### config.mk
export PLATFORM = sky130hd
export DESIGN_NAME = local_mean
export DESIGN_NICKNAME = d
export VERILOG_FILES = /design/src/rtl/local_mean_pkg.sv /design/src/rtl/local_mean_window_addr_gen.sv /design/src/rtl/local_mean.sv
export SDC_FILE = /design/constraint.sdc
export NUM_CORES = 1
export LEC_CHECK = 0
export BUFFER_PORTS_ARGS = -buffer_cell sky130_fd_sc_hd__clkbuf_2
export CELL_PAD_IN_SITES_DETAIL_PLACEMENT = 1
export CELL_PAD_IN_SITES_GLOBAL_PLACEMENT = 2
export CORE_MARGIN = 4
export CORE_UTILIZATION = 38
export DETAILED_ROUTE_END_ITERATION = 16
export PLACE_DENSITY = 0.9
export SKIP_LAST_GASP = 1
export SLEW_MARGIN = 0
export SYNTH_ARGS = -nofsm -noshare
export SYNTH_HDL_FRONTEND = slang
export SYNTH_SLANG_ARGS = --single-unit
### constraint.sdc
create_clock -name clock -period 8.2 [get_ports clock]
set_input_delay 0.82 -clock clock [delete_from_list [all_inputs] [get_ports clock]]
set_output_delay 0.82 -clock clock [all_outputs]
set_load 0.05 [all_outputs]
### src/rtl/local_mean_pkg.sv
// Shared types and constants for the local_mean 3x3 box-filter stage.
// Latency: n/a (package only).
// Backpressure: n/a; optional border mode selected by LOCAL_MEAN_BORDER_REPLICATE_EN.
package local_mean_pkg;

  // Sequencer phases of one pixel: 9 fetch cycles, 1 drain, 1 write.
  typedef enum logic [2:0] {
    ST_IDLE  = 3'd0,
    ST_FETCH = 3'd1,
    ST_DRAIN = 3'd2,
    ST_WRITE = 3'd3,
    ST_DONE  = 3'd4
  } state_t;

  // Pipeline phase value that enables this stage.
  localparam logic [2:0] GS_LOCAL_MEAN = 3'd1;

  // ceil(2^16/9); (S*RECIP9)>>16 equals floor(S/9) for every S in 0..2295.
  localparam logic [15:0] RECIP9 = 16'd7282;

  localparam logic [3:0] WIN_LAST = 4'd8;

  // Two-bit signed window offsets.
  localparam logic [1:0] OFS_NEG  = 2'b11;
  localparam logic [1:0] OFS_ZERO = 2'b00;
  localparam logic [1:0] OFS_POS  = 2'b01;

  typedef struct packed {
    logic [1:0] dr;
    logic [1:0] dc;
  } win_ofs_t;

  // Window offset table: k walks the 3x3 window row-major from (-1,-1) to (+1,+1).
  function automatic win_ofs_t win_offset(input logic [3:0] k);
    win_ofs_t o;
    o = '{dr: OFS_ZERO, dc: OFS_ZERO};
    case (k)
      4'd0: o = '{dr: OFS_NEG,  dc: OFS_NEG};
      4'd1: o = '{dr: OFS_NEG,  dc: OFS_ZERO};
      4'd2: o = '{dr: OFS_NEG,  dc: OFS_POS};
      4'd3: o = '{dr: OFS_ZERO, dc: OFS_NEG};
      4'd4: o = '{dr: OFS_ZERO, dc: OFS_ZERO};
      4'd5: o = '{dr: OFS_ZERO, dc: OFS_POS};
      4'd6: o = '{dr: OFS_POS,  dc: OFS_NEG};
      4'd7: o = '{dr: OFS_POS,  dc: OFS_ZERO};
      4'd8: o = '{dr: OFS_POS,  dc: OFS_POS};
      default: o = '{dr: OFS_ZERO, dc: OFS_ZERO};
    endcase
    return o;
  endfunction

  // Divide a 9-sample sum by 9 using the reciprocal multiply.
  function automatic logic [7:0] div9(input logic [11:0] sum);
    logic [27:0] prod;
    prod = {16'd0, sum} * {12'd0, RECIP9};
    return prod[23:16];
  endfunction

endpackage

### src/rtl/local_mean_window_addr_gen.sv
// Maps a centre pixel and window index k to a clamped image address plus out-of-range flag.
// Latency: combinational.
// Backpressure: none; pure function of its inputs.
module window_addr_gen
  import local_mean_pkg::*;
#(
  parameter int WIDTH_BITS  = 8,
  parameter int HEIGHT_BITS = 8
) (
  input  logic [WIDTH_BITS-1:0]  centre_col,
  input  logic [HEIGHT_BITS-1:0] centre_row,
  input  logic [3:0]             k,
  output logic [WIDTH_BITS-1:0]  col,
  output logic [HEIGHT_BITS-1:0] row,
  output logic                   out_of_range
);

  win_ofs_t               ofs;
  logic [WIDTH_BITS:0]    col_ext;
  logic [HEIGHT_BITS:0]   row_ext;
  logic                   col_lo, col_hi, row_lo, row_hi;

  // Add offsets one bit wider than the port so -1 and max+1 show up in the extra MSB;
  // the offset sign then tells underflow from overflow.
  always_comb begin
    ofs     = win_offset(k);
    col_ext = {1'b0, centre_col} + {{(WIDTH_BITS-1){ofs.dc[1]}}, ofs.dc};
    row_ext = {1'b0, centre_row} + {{(HEIGHT_BITS-1){ofs.dr[1]}}, ofs.dr};
    col_lo  = col_ext[WIDTH_BITS]  &  ofs.dc[1];
    col_hi  = col_ext[WIDTH_BITS]  & ~ofs.dc[1];
    row_lo  = row_ext[HEIGHT_BITS] &  ofs.dr[1];
    row_hi  = row_ext[HEIGHT_BITS] & ~ofs.dr[1];
    col     = col_lo ? '0 : (col_hi ? '1 : col_ext[WIDTH_BITS-1:0]);
    row     = row_lo ? '0 : (row_hi ? '1 : row_ext[HEIGHT_BITS-1:0]);
    out_of_range = col_lo | col_hi | row_lo | row_hi;
  end

endmodule

### src/rtl/local_mean.sv
// 3x3 local-mean (floor(S/9)) over the whole image in raster order, writing the threshold map.
// Latency: 11 cycles per pixel (9 fetch, 1 drain, 1 write); frame = 11*2^(W+H) cycles.
// Backpressure: none; memories always accept. LOCAL_MEAN_BORDER_REPLICATE_EN selects edge replicate, else zero padding.
module local_mean
  import local_mean_pkg::*;
#(
  parameter int WIDTH_BITS  = 8,
  parameter int HEIGHT_BITS = 8
) (
  input  logic                   clock,
  input  logic                   reset,
  input  logic [2:0]             global_state,
  output logic [WIDTH_BITS-1:0]  oImageCol,
  output logic [HEIGHT_BITS-1:0] oImageRow,
  input  logic [7:0]             iImageData,
  output logic [WIDTH_BITS-1:0]  oThresholdCol,
  output logic [HEIGHT_BITS-1:0] oThresholdRow,
  output logic [7:0]             oThresholdData,
  output logic                   oThresholdWe,
  output logic                   finished
);

  localparam int POS_BITS = WIDTH_BITS + HEIGHT_BITS;

  state_t                state;
  logic [POS_BITS-1:0]   pos;
  logic [3:0]            k;
  logic [11:0]           acc;
  logic                  oob_now;
  logic                  oob_q;
  logic [7:0]            sample;
  logic [11:0]           sum_next;
  logic [WIDTH_BITS-1:0]  pos_col;
  logic [HEIGHT_BITS-1:0] pos_row;

  assign pos_col = pos[WIDTH_BITS-1:0];
  assign pos_row = pos[POS_BITS-1:WIDTH_BITS];

  window_addr_gen #(
    .WIDTH_BITS  (WIDTH_BITS),
    .HEIGHT_BITS (HEIGHT_BITS)
  ) u_addr (
    .centre_col   (pos_col),
    .centre_row   (pos_row),
    .k            (k),
    .col          (oImageCol),
    .row          (oImageRow),
    .out_of_range (oob_now)
  );

  // Out-of-range flag delayed to line up with the synchronous-read data.
  always_ff @(posedge clock or posedge reset) begin
    if (reset) oob_q <= 1'b0;
    else       oob_q <= oob_now;
  end

  // Sample entering the accumulator: edge replicate uses the clamped read as-is,
  // zero padding masks reads that fell outside the image.
  always_comb begin
`ifdef LOCAL_MEAN_BORDER_REPLICATE_EN
    sample = iImageData;
`else
    sample = oob_q ? 8'd0 : iImageData;
`endif
    sum_next = acc + {4'd0, sample};
  end

  // Pixel sequencer: fetch 9 taps, drain the last read, write the mean, advance or finish.
  always_ff @(posedge clock or posedge reset) begin
    if (reset) begin
      state          <= ST_IDLE;
      pos            <= '0;
      k              <= '0;
      acc            <= '0;
      finished       <= 1'b0;
      oThresholdWe   <= 1'b0;
      oThresholdData <= '0;
      oThresholdCol  <= '0;
      oThresholdRow  <= '0;
    end else begin
      case (state)
        ST_IDLE: begin
          k <= '0;
          if (global_state == GS_LOCAL_MEAN && !finished) state <= ST_FETCH;
        end
        ST_FETCH: begin
          if (k == 4'd0) acc <= '0;
          else           acc <= sum_next;
          if (k == WIN_LAST) begin
            k     <= '0;
            state <= ST_DRAIN;
          end else begin
            k <= k + 4'd1;
          end
        end
        ST_DRAIN: begin
          acc            <= sum_next;
          oThresholdData <= div9(sum_next);
          oThresholdCol  <= pos_col;
          oThresholdRow  <= pos_row;
          oThresholdWe   <= 1'b1;
          state          <= ST_WRITE;
        end
        ST_WRITE: begin
          oThresholdWe <= 1'b0;
          if (&pos) begin
            finished <= 1'b1;
            state    <= ST_DONE;
          end else begin
            pos   <= pos + {{(POS_BITS-1){1'b0}}, 1'b1};
            state <= ST_FETCH;
          end
        end
        ST_DONE: begin
          oThresholdWe <= 1'b0;
          finished     <= 1'b1;
        end
        default: state <= ST_IDLE;
      endcase
    end
  end

endmodule

Yosys cells after proc, flatten, opt, wreduce, memory -nomap -nowiden

Memories as Yosys holds them, arrays and structs flattened.
Cells that the tools add are included.

Register bits: 62
Bits in read-only memories: 64
Bits of input ports: 13
Output and inout port bits: 42
Logic and storage cells: 66
Memories kept: 1

Memory list:

| memory          | depth | bits a word | read ports | clocked after Yosys merged registers in | wr ports | RTL line             | text |
|---|---|---|---|---|---|---|---|
| (no name shown) | 16    | 4           | 1          | 0                                       | 0        | local_mean_pkg.sv:37 | `case (k)` |

Add/sub/neg operators: 5
Multiply operators: 1
Equal/unequal tests: 9
Muxes and demuxes: 16
Bitwise logic cells: 11
Reduce and logical (&&, ||, !) cells: 13

Operator list:

| kind                   | number |
|---|---|
| $mux 8                 | 5 |
| $pmux 12 s2            | 1 |
| $mul 12x12->23 const B | 1 |
| $add 8x9->9            | 2 |
| $add 16x1->16 const B  | 1 |
| $reduce_and 16->1      | 1 |
| $pmux 3 s5             | 1 |
| $add 12x8->12          | 1 |
| $mux 12                | 1 |
| $mux 3                 | 3 |
| $pmux 4 s2             | 1 |
| $reduce_bool 2->1      | 4 |
| $eq 3x1->1 const B     | 2 |
| $eq 3x2->1 const B     | 2 |
| $ne 2x2->1 const B     | 3 |
| $add 4x1->4 const B    | 1 |
| $and 1x1->1            | 4 |
| $eq 4x4->1 const B     | 1 |
| $logic_not 4->1        | 1 |
| $mux 4                 | 1 |
| $not 1->1              | 4 |
| $pmux 1 s2             | 2 |
| $reduce_and 2->1       | 2 |
| $eq 3x3->1 const B     | 1 |
| other kinds (7)        | 9 |

Depth between registers and ports, before layout

An unclocked memory read counts as a cell.

Word-level depth: 6
Mapped depth: 28
Gate-level depth less buffers: 28

Hierarchy

From an unflattened synthesis, not the netlist that was laid out.

Cells, all modules: 690
Area total of the unflattened synthesis: 6304.8 µm²

Modules (own cells, without submodules):

| module          | times used | cells each | area each (µm²) | seq. area each (µm²) |
|---|---|---|---|---|
| local_mean      | 1          | 547        | 5228.8          | 1551.5 |
| window_addr_gen | 1          | 143        | 1076.0          | 0.0 |

Worst setup path after synthesis

Ideal clock, no wire load.

Path kind: input -> register
From: in iImageData[0]
To: reg oThresholdData[4]
Setup time: 0.071 ns
Arrival time: 6.324 ns
Data required time: 8.129 ns
Path slack: 1.805 ns
Cell stages on the path: 28
Buffers on the path: 0
Cells stage by stage: nor2b_1 ha_1 inv_1 fa_1 nor2b_1 o21ai_0 a21boi_0 nor2_1 xnor2_2 xor2_1 ha_1 a21o_1 ha_1 inv_1 fa_1 inv_1 fa_1 inv_1 fa_1 inv_1 ha_1 nand4_1 nor2_1 nor3_1 o21ai_0 nor3_2 or4b_1 nand4_1

Word-level cells in the longest chain between the ends: 3

Ends and longest elaborated chain:

| item                   | RTL line             | text |
|---|---|---|
| start: declaration     | local_mean.sv:15     | `input logic [7:0] iImageData,` |
| $mux 8                 | local_mean.sv:63     | `sample = oob_q ? 8'd0 : iImageData;` |
| $add 12x8->12          | local_mean.sv:65     | `sum_next = acc + {4'd0, sample};` |
| $mul 12x12->23         | local_mean_pkg.sv:55 | `prod = {16'd0, sum} * {12'd0, RECIP9};` |
| end signal: assignment | local_mean.sv:98     | `oThresholdData <= div9(sum_next);` |
| end: declaration       | local_mean.sv:18     | `output logic [7:0] oThresholdData,` |

No other way between the ends.
A chain may end at the register's enable or synchronous reset.

Worst setup path in the final report

Same ends and word-level chain as after synthesis.

==> summary.txt <==
syn nets = 780
Pleak = 3.52 nW
P&R area growth vs syn = 13.5%
vias in the first global route = 5022
Initial Util = 0.386
Slew headroom = 0.331
total grt overflow = 0
Slew Limit Fails = 0
clk buf depth = 2
mapped cell area = 0.00585 sq mm
WP buf/inv = 6
setup tns final = 0 ns
antenna violations before repair = 0
Worst path max stage delay = 0.53 ns
Worst setup EP type = register
H-tree depth = 3
critical path launch point type = primary input
Tot Pwr = 2.32 mW
PwrDens = 349 mW/mm^2
largest net degree at the start of global routing = 63
Yosys warnings = 0
critical path peak fanout = 7
Post-synth EDFFs = 0
r2r setup slk = 1.47 ns
CP required = 8.47 ns
hold_sp = oThresholdCol[3]
Yosys cell types = 54
count leader, synth = ha_1
final wirelength = 14200 um
Clock Pin Slew Worst Setup and Hold Paths = 0.06 ns
first-pass GRT wire length = 24600 um
Setup crit start = iImageData[0]
R2R Path End = oThresholdData[4]
Top delay family on crit path = adder cells
top cell type's share of synthesized area = 0.265
HP Class = register to register
synthesized instance count = 642
hold depth = 2
Ports = 55
dpl cell area = 0.00633 sq mm
ratio of final minimum period to clock period = 0.829
dpl cells = 874
crit path kind = primary input to register
layout cells sized above 1 = 0.128
CTS hold repair buffers = 0
commonest register cell after synthesis = dfrtp_1
Overall Global Routing Usage = 0.171
area of the multi-input gates = 0.00399 sq mm
drt drc = 0
Final Instance Area = 0.00664 sq mm
final non-filler cell total = 890
vias per cell = 5.16
min cycle time layout = 6.80 ns
Core Footprint = 0.0151 sq mm
layout filler cell count = 1778
syn_area_per_cell = 9.11 sq um
Area contributors post-synth = dfrtp_1, ha_1, fa_1, xnor2_1, nand2_1
latest clock arrival within the worst-skew pair = 0.34 ns
Die Ht = 132 um
FF-to-FF path depth = 27
Fmax = 147 MHz
sequential area share after synthesis = 0.265
Routed Antenna Nets = 0
post-synth top area cell = dfrtp_1
ant diodes = 0
Final nets = 835
RSZ-0062 raised after global routing = false
# clock sinks = 62
post-CTS setup repair buffer count = 0
outcome = complete, no violations
total CTS buffers = 9
PostCTS Resize Cnt = 0
Critical R2R Launch = oob_q
Synth Register Bits = 62
Sequential cell area = 0.00155 sq mm
asr flop ratio synth = 1.00
initial drt markers = 175
skew final = 0.00733 ns
DRT Pass-1 Iters = 4
Critical Path Most Common Cell = inv_1
Root Driver = clkbuf_16
Max Cap Viol = 0
num rows = 45
WP data arrival = 7.06 ns
Final HPWL DP = 11700 um
Final GP Congestion = 0.858
Final Hold Viols = 0
CTS tree = done
slowest stage cell on the critical path = fa_1
final setup vio count = 0
wire length per cell = 16.0 um
via count = 4596
die area = 0.0174 sq mm
Worst-Margin Slew = 0.997 ns
Hold Path End = oThresholdCol[3]
synth cell count leaders = ha_1, nand2_1, inv_1, dfrtp_1, xnor2_1
maximum vdd drop = 170 uV
DIE WIDTH = 132 um
I/O Buffers = 54
## flip-flops by register name, summed over array words and instances (netlist names)
| register | flops |
|---|---|
| pos | 16 |
| acc | 12 |
| oThresholdCol | 8 |
| oThresholdData | 8 |
| oThresholdRow | 8 |
| k | 4 |
| state | 3 |
| finished | 1 |
| oThresholdWe | 1 |
| oob_q | 1 |
## kinds of logic (layout without fill, tap and decap cells)
family | Yosys count | after routing | share of synthesized area
AOI/OAI and AO/OA | 124 | 124 | 0.132
and+or+nand+nor | 190 | 190 | 0.156
buffers and inverters | 82 | 142 | 0.0526
xor gates and xnor gates | 57 | 57 | 0.0880
DFF | 62 | 62 | 0.265
adders and majority gates | 126 | 126 | 0.304
muxes | 1 | 1 | 0.00193
## per-layer routing
metal / routed length (um) / up-vias / part of all wire / GRT usage
met5: 0 / - / 0 / 0
met4: 225 / 0 / 0.016 / 0.0525
met3: 295 / 15 / 0.021 / 0.0267
met2: 7430 / 48 / 0.52 / 0.305
met1: 6280 / 2247 / 0.44 / 0.211
li1: - / 2286 / - / -
## worst reg2reg max path, stage by stage (launching register included)
cell and delay, ns:
dfrtp_1 0.46, nor2b_1 0.15, ha_1 0.18, inv_1 0.06, fa_1 0.39, nor2b_1 0.12, o21ai_0 0.11, a21boi_0 0.38
o21ai_2 0.19, xnor2_1 0.39, xor2_1 0.23, ha_1 0.26, ha_1 0.30, inv_1 0.06, fa_1 0.52, inv_1 0.05
fa_1 0.50, inv_1 0.06, fa_1 0.53, inv_1 0.04, ha_1 0.29, nand4_1 0.17, nor2_1 0.14, nor3_1 0.07
o21ai_0 0.23, nor3_2 0.13, or4b_1 0.53, nand4_1 0.11
## final cells by class
cell class              instances  area share
clock buffers                   9      0.0339
flip-flops and latches         62       0.234
multi-input cells             498       0.602
repair buffers                 57      0.0441
well taps                     188      0.0354
inverters                      69      0.0390
clock inverters                 7      0.0121
## how the worst max path moves through the flow
stage	to	cells past startpoint	slack, ns
finish	oThresholdData[4]	28	1.40
global route	oThresholdData[4]	28	0.96
CTS	oThresholdData[4]	28	1.42
detailed placement	oThresholdData[4]	28	1.09
global placement	oThresholdData[6]	27	1.30
floorplan	oThresholdData[4]	28	1.81
## per-stage QoR
stage / worst slack [ns] / hold slack [ns] / util
6_report: 1.40 / 0.472 / 0.438
5_1_grt: 0.960 / 0.500 / 0.438
4_1_cts: 1.42 / 0.480 / 0.438
3_5_place_dp: 1.09 / 0.464 / 0.418
3_3_place_gp: 1.30 / 0.459 / 0.418
2_1_floorplan: 1.81 / 0.456 / -
## where the power goes
part	internal, mW	switching, mW	total (mW)
clock network	0.239	0.153	0.392
logic	0.630	0.956	1.59
registers	0.326	0.0112	0.337
## cells in the final DEF (no fill, tap or decap), drive strengths merged, types with 3 or more instances in the layout
| cell | synthesis | final |
|---|---|---|
| inv | 69 | 72 |
| o21bai | 7 | 7 |
| a21oi | 36 | 36 |
| fa | 27 | 27 |
| a211o | 3 | 3 |
| o21ai | 37 | 37 |
| xor2 | 13 | 13 |
| nand2 | 86 | 86 |
| or2 | 6 | 6 |
| nor3 | 6 | 6 |
| nor2b | 18 | 18 |
| dfrtp | 62 | 62 |
| o31ai | 4 | 4 |
| nand4 | 11 | 11 |
| nand2b | 6 | 6 |
| nor2 | 26 | 26 |
| a22o | 4 | 4 |
| clkbuf | 13 | 63 |
| a21o | 16 | 16 |
| xnor2 | 44 | 44 |
| buf | 0 | 3 |
| a31oi | 4 | 4 |
| ha | 98 | 98 |
| nand3 | 18 | 18 |
Power figures use the tool's default switching activity.
